<file path="config.mk">
export PLATFORM = sky130hd
export DESIGN_NAME = key_debounce_multi
export DESIGN_NICKNAME = d
export VERILOG_FILES = /design/src/rtl/key_debounce_multi_pkg.sv /design/src/rtl/key_debounce_multi_chan.sv /design/src/rtl/key_debounce_multi.sv
export SDC_FILE = /design/constraint.sdc
export NUM_CORES = 1
export LEC_CHECK = 0
export ABC_AREA = 1
export BUFFER_PORTS_ARGS = -buffer_cell sky130_fd_sc_hd__buf_2
export CORE_ASPECT_RATIO = 1.4
export CORE_UTILIZATION = 54
export CTS_BUF_LIST = sky130_fd_sc_hd__clkbuf_16
export CTS_CLUSTER_DIAMETER = 30
export CTS_CLUSTER_SIZE = 28
export DETAILED_ROUTE_END_ITERATION = 8
export HOLD_SLACK_MARGIN = 0.12
export PLACE_DENSITY_LB_ADDON = 0.08
export SYNTH_ARGS = -nofsm -noshare
export SYNTH_HDL_FRONTEND = slang
export SYNTH_SLANG_ARGS = --single-unit
</file>
<file path="constraint.sdc">
create_clock -name clk -period 1.5 [get_ports clk]
set_clock_uncertainty 0.15 [all_clocks]
set_input_delay 0.225 -clock clk [delete_from_list [all_inputs] [get_ports clk]]
set_output_delay 0.225 -clock clk [all_outputs]
set_load 0.01 [all_outputs]
</file>
<file path="src/rtl/key_debounce_multi_pkg.sv">
// ----------------------------------------------------------------------------
// key_debounce_multi_pkg
//   Shared definitions for the multi-channel key conditioner.
//   - KEY_PRESSED / KEY_RELEASED : polarity-normalised key levels
//   - clog2()                    : width helper for the tick and hold counters
//   No ports; imported by key_chan and key_debounce_multi.
// ----------------------------------------------------------------------------
package key_debounce_multi_pkg;

  localparam logic KEY_PRESSED  = 1'b1;
  localparam logic KEY_RELEASED = 1'b0;

  // Number of bits needed to hold the values 0..v-1, never less than 1 so
  // that a counter declared with this width is always legal.
  function automatic int clog2(input int v);
    int r;
    int x;
    r = 0;
    x = v - 1;
    while (x > 0) begin
      r = r + 1;
      x = x >> 1;
    end
    return (r < 1) ? 1 : r;
  endfunction

endpackage

</file>
<file path="src/rtl/key_debounce_multi_chan.sv">
// ----------------------------------------------------------------------------
// key_chan
//   One key channel: 2-FF synchroniser, DEPTH-sample stability filter,
//   debounced level, press/release pulses and a one-shot long-press pulse.
//   Ports:
//     clk           in  system clock
//     rst_n         in  asynchronous reset, active-low
//     tick          in  shared one-clk sample strobe
//     raw           in  asynchronous raw key pin
//     level         out debounced state, 1 = pressed
//     press         out 1-clk pulse on released->pressed
//     release_pulse out 1-clk pulse on pressed->released
//     long          out 1-clk pulse once per press after LONG_TICKS held ticks
// ----------------------------------------------------------------------------
module key_chan
  import key_debounce_multi_pkg::*;
#(
  parameter int DEPTH      = 8,
  parameter int LONG_TICKS = 200,
  parameter int ACTIVE_LOW = 1
) (
  input  logic clk,
  input  logic rst_n,
  input  logic tick,
  input  logic raw,
  output logic level,
  output logic press,
  output logic release_pulse,
  output logic long
);

  localparam logic            POL      = (ACTIVE_LOW != 0);
  localparam int              HW       = clog2(LONG_TICKS + 1);
  localparam logic [HW-1:0]   HOLD_MAX = HW'(LONG_TICKS);

  logic             sync_a;
  logic             sync_b;
  logic [DEPTH-1:0] sh;
  logic [DEPTH-1:0] sh_next;
  logic             rise;
  logic             fall;
  logic [HW-1:0]    hold;

  // The filter decision is made on the shift register value as it will be
  // after this tick, so the level changes on the same tick that completes
  // the run of DEPTH equal samples.
  always_comb begin
    sh_next = sh;
    rise    = 1'b0;
    fall    = 1'b0;
    if (tick) begin
      sh_next = {sh[DEPTH-2:0], sync_b};
      rise    = (&sh_next) && (level == KEY_RELEASED);
      fall    = (~|sh_next) && (level == KEY_PRESSED);
    end
  end

  // Synchroniser and filter: the raw pin is normalised to "1 = pressed"
  // before the first flop so everything downstream is polarity-free.
  always_ff @(posedge clk or negedge rst_n) begin
    if (!rst_n) begin
      sync_a <= KEY_RELEASED;
      sync_b <= KEY_RELEASED;
      sh     <= '0;
    end else begin
      sync_a <= raw ^ POL;
      sync_b <= sync_a;
      sh     <= sh_next;
    end
  end

  // Level, pulses and hold counter. The hold counter is also cleared on the
  // release tick itself, which keeps long and release from ever coinciding.
  // The press tick does not count because level is still 0 on that tick.
  always_ff @(posedge clk or negedge rst_n) begin
    if (!rst_n) begin
      level         <= KEY_RELEASED;
      press         <= 1'b0;
      release_pulse <= 1'b0;
      long          <= 1'b0;
      hold          <= '0;
    end else begin
      press         <= rise;
      release_pulse <= fall;
      long          <= 1'b0;
      if (rise) begin
        level <= KEY_PRESSED;
      end else if (fall) begin
        level <= KEY_RELEASED;
      end
      if ((level == KEY_RELEASED) || fall) begin
        hold <= '0;
      end else if (tick && (hold != HOLD_MAX)) begin
        hold <= hold + 1'b1;
        long <= (hold == (HOLD_MAX - 1'b1));
      end
    end
  end

endmodule

</file>
<file path="src/rtl/key_debounce_multi.sv">
// ----------------------------------------------------------------------------
// key_debounce_multi
//   N-channel push-button conditioner: one shared sample tick generator and
//   N_KEYS independent key_chan instances.
//   Ports:
//     clk          in  system clock
//     rst_n        in  asynchronous reset, active-low
//     key_raw      in  raw key pins, bit i = channel i
//     key_level    out debounced state, 1 = pressed
//     key_press    out 1-clk pulse on debounced released->pressed
//     key_release  out 1-clk pulse on debounced pressed->released
//     key_long     out 1-clk pulse once per press after LONG_TICKS held ticks
// ----------------------------------------------------------------------------
module key_debounce_multi
  import key_debounce_multi_pkg::*;
#(
  parameter int N_KEYS     = 4,
  parameter int CLK_DIV    = 500000,
  parameter int DEPTH      = 8,
  parameter int LONG_TICKS = 200,
  parameter int ACTIVE_LOW = 1
) (
  input  logic              clk,
  input  logic              rst_n,
  input  logic [N_KEYS-1:0] key_raw,
  output logic [N_KEYS-1:0] key_level,
  output logic [N_KEYS-1:0] key_press,
  output logic [N_KEYS-1:0] key_release,
  output logic [N_KEYS-1:0] key_long
);

  localparam int            CW       = clog2(CLK_DIV);
  localparam logic [CW-1:0] CNT_LAST = CW'(CLK_DIV - 1);

  logic [CW-1:0] cnt;
  logic          tick;

  // Free-running divider; tick is registered so it is high for exactly the
  // one clk that follows the terminal count.
  always_ff @(posedge clk or negedge rst_n) begin
    if (!rst_n) begin
      cnt  <= '0;
      tick <= 1'b0;
    end else begin
      cnt  <= (cnt == CNT_LAST) ? '0 : cnt + 1'b1;
      tick <= (cnt == CNT_LAST);
    end
  end

  for (genvar i = 0; i < N_KEYS; i++) begin : g_chan
    key_chan #(
      .DEPTH      (DEPTH),
      .LONG_TICKS (LONG_TICKS),
      .ACTIVE_LOW (ACTIVE_LOW)
    ) u_chan (
      .clk           (clk),
      .rst_n         (rst_n),
      .tick          (tick),
      .raw           (key_raw[i]),
      .level         (key_level[i]),
      .press         (key_press[i]),
      .release_pulse (key_release[i]),
      .long          (key_long[i])
    );
  end

endmodule

</file>
==> metrics.yaml <==
run_status:
  status: "finished with violations"
  violations: "setup timing"
clock_tree:
  clock-sinks: 104
  clk_pin_slew_ns: 0.07
  cts_buffer_depth: 2
  h-tree-depth: 3
  root_buffer: "clkbuf_16"
  worstSkewPairLatency_ns: 0.34
  cts_made_buffers: 9
  cts_tree: "yes"
die:
  die_area_um2: 10200
  rows: 42
  io_pins: 22
  start_util: 0.558
  die-width_um: 85.8
  dieHeight_um: 119
  core_um2: 9510
synth:
  async_flop_share: 1.00
  ys.flop_type: "dfrtp_1"
  yosys.cell_types.count: 29
  syn-cell-area_um2: 5310
  synth_edf_count: 0
  syn-num-nets: 676
  ys_ff_latch: 104
  ys_seq_area_frac: 0.490
  synth-warning-count: 0
  syn_avg_cell_area_um2: 8.03
  netlist_instances: 661
final_layout:
  fillers: 711
  area_growth_pct: 29.1
  multi_input_area_um2: 2560
  fin_cells: 882
  seqCellArea_um2: 2600
  diodes: 0
  nets: 760
  drive_above_1_share: 0.291
  design_area_um2: 6850
timing:
  worst_pin_slew_ns: 0.476
  hold_slack_ns: 0.207
  setup_violations: 25
  rsz0062_at_grt: "true"
  hold_viol_final: 0
  layout_setup_ws_ns: -0.0820
  period_needed_ns: 1.58
  tns_ns: -0.973
  slew_violations: 0
  fin_crit_sh: 1.05
  max_freq_ghz: 0.632
  relSlewSlack: 0.683
routing:
  antenna_left: 0
  dr.pass1.iters: 4
  wl_per_cell_um: 13.1
  top_layer: "met4"
  post-route-drc-count: 0
  drt-initial-drc-count: 282
  m1WireLength_um: 4980
  met3_length_um: 300
  viasPerCell: 5.08
  drt-total-wl_um: 11600
  via_count: 4479
  dr_wl_met2_um: 6140
global_route:
  grt_pass1_wl_um: 19200
  grt_pass1_vias: 4397
  track_usage: 0.232
  grt_overflow: 0
  grt_max_degree: 68
  grt_antenna_before_repair: 0
place:
  placed_area_um2: 5900
  place_congestion: 0.891
  placedCellCount: 845
  hpwl_um: 7560
  portBuffers: 21
hold_path:
  min_from: "g_chan[0].u_chan.sync_a"
  hp-class: "reg2reg"
  hold-path-cell-count: 0
power:
  powerDensity_nw_per_um2: 760
  leakage_nw: 3.26
  irDropWorstVdd_uv: 492
  finalPower_mw: 5.21
worst_setup_path:
  crit_arrival_ns: 1.66
  reg2reg_to: "g_chan[3].u_chan.hold[0]"
  startpoint_type: "flop"
  rrSetupSlack_ns: -0.08
  path_class: "reg2reg"
  reg2reg_from: "tick"
  rr_worst_depth: 5
  critPathCapture: "g_chan[3].u_chan.hold[0]"
  critPathCaptureType: "flop"
  cp_max_fo: 25
  required_ns: 1.57
  cp-startpoint: "tick"
job:
  maxCapViolCount: 0
==> cell type report <==
cell class | count | share of cell area
Clock buffer | 9 | 0.0329
Clock inverter | 7 | 0.00931
Inverter | 96 | 0.0537
Multi-Input combinational cell | 431 | 0.374
Sequential cell | 104 | 0.380
Tap cell | 132 | 0.0241
Timing Repair Buffer | 103 | 0.127
==> routing by layer <==
metal | vias up | GRT usage
li1 | 2244 | -
met1 | 2151 | 0.281
met2 | 69 | 0.415
met3 | 15 | 0.0416
met4 | 0 | 0.0750
met5 | - | 0
==> stage by stage <==
stage	worst slack (ns)	util
6_report	-0.0820	0.720
5_1_grt	-0.156	0.720
4_1_cts	-0.0965	0.667
3_5_place_dp	-0.107	0.620
3_3_place_gp	-0.0428	0.620
2_1_floorplan	-0.0169	-
==> how the worst min path moves through the flow <==
stage,to,slack [ns]
2_1_floorplan,cnt[0],-0.22
3_3_place_gp,g_chan[0].u_chan.hold[6],0.12
3_5_place_dp,g_chan[0].u_chan.hold[6],0.11
4_1_cts,g_chan[3].u_chan.sync_b,0.21
5_1_grt,g_chan[0].u_chan.sync_b,0.21
6_report,g_chan[0].u_chan.sync_b,0.21
==> registers in the layout, summed over array words and instances (netlist names) <==
register,count
g_chan.u_chan.press,4
tick,1
g_chan.u_chan.sync_b,4
g_chan.u_chan.hold,32
g_chan.u_chan.sh,28
g_chan.u_chan.long,4
g_chan.u_chan.sync_a,4
cnt,19
g_chan.u_chan.level,4
g_chan.u_chan.release_pulse,4
==> power breakdown <==
part | internal (mW) | total (mW) | switching (mW) | leakage (nW)
Clock | 1.28 | 2.30 | 1.02 | 0.142
Sequential | 2.81 | 2.82 | 0.00734 | 1.42
Combinational | 0.0227 | 0.0831 | 0.0604 | 1.69
Total | 4.12 | 5.21 | 1.09 | 3.26
==> cell usage in the layout (no fill, tap or decap), types with 2 or more instances in the layout <==
cell / n
nand2_1: 126
dfrtp_1: 104
inv_1: 88
nor2_1: 67
buf_4: 63
nand3_1: 48
nand3_2: 30
o21ai_0: 30
nand4_1: 23
buf_2: 20
nor2_4: 17
nand2_2: 12
xor2_1: 12
clkbuf_16: 11
nor2_2: 10
nor3_1: 10
inv_2: 7
buf_6: 7
nand2_4: 6
nand3b_1: 5
dlygate4sd3_1: 5
buf_12: 5
a21oi_1: 4
a21oi_2: 4
ha_4: 4
ha_1: 4
xnor2_1: 3
o21ai_2: 3
clkinv_2: 3
nor3_2: 2
nor3_4: 2
or2_4: 2
or2_1: 2
clkinvlp_4: 2
==> cells by family after synthesis <==
logic type / Yosys count / share of synthesized area
DFF: 104 / 0.490
buffers and inverters: 126 / 0.108
and+or+nand+nor: 366 / 0.317
xor gates and xnor gates: 15 / 0.0248
AOI/OAI and AO/OA: 41 / 0.0394
adders and majority gates: 9 / 0.0212
==> cell usage after synthesis, types with 3 or more instances <==
cell type | count | area (um2)
nand4_1 | 23 | 144
xor2_1 | 12 | 105
a21oi_1 | 7 | 35.0
xnor2_1 | 3 | 26.3
buf_6 | 4 | 45.0
o21ai_0 | 33 | 165
nand3_1 | 76 | 380
ha_1 | 9 | 113
nand3b_1 | 5 | 37.5
clkbuf_1 | 4 | 15.0
nor2_2 | 5 | 31.3
buf_2 | 4 | 20.0
nor2_1 | 83 | 312
dfrtp_1 | 104 | 2600
inv_1 | 94 | 353
nor2_4 | 6 | 67.6
buf_4 | 17 | 128
nor3_2 | 3 | 30.0
nor3_1 | 11 | 55.1
nand2_1 | 144 | 541
==> worst max-delay path: stages (launching register included) <==
cell,delay (ns)
dfrtp_1,0.43
buf_8,0.22
buf_4,0.23
nand2_2,0.14
o21ai_0,0.21
nor2_1,0.07
==> what timing repair did <==
item / 4_1_cts / 5_1_grt
setup buffers: 6 / 9
hold buffers: 5 / 0
hold endpoints to repair: 108 / 0
cloned: 0 / 2
pin swaps: 3 / 37
endpoints found under the setup margin: 39 / 56
gates resized for setup: 19 / 101
Note: power is estimated with default switching activity, not from simulation.
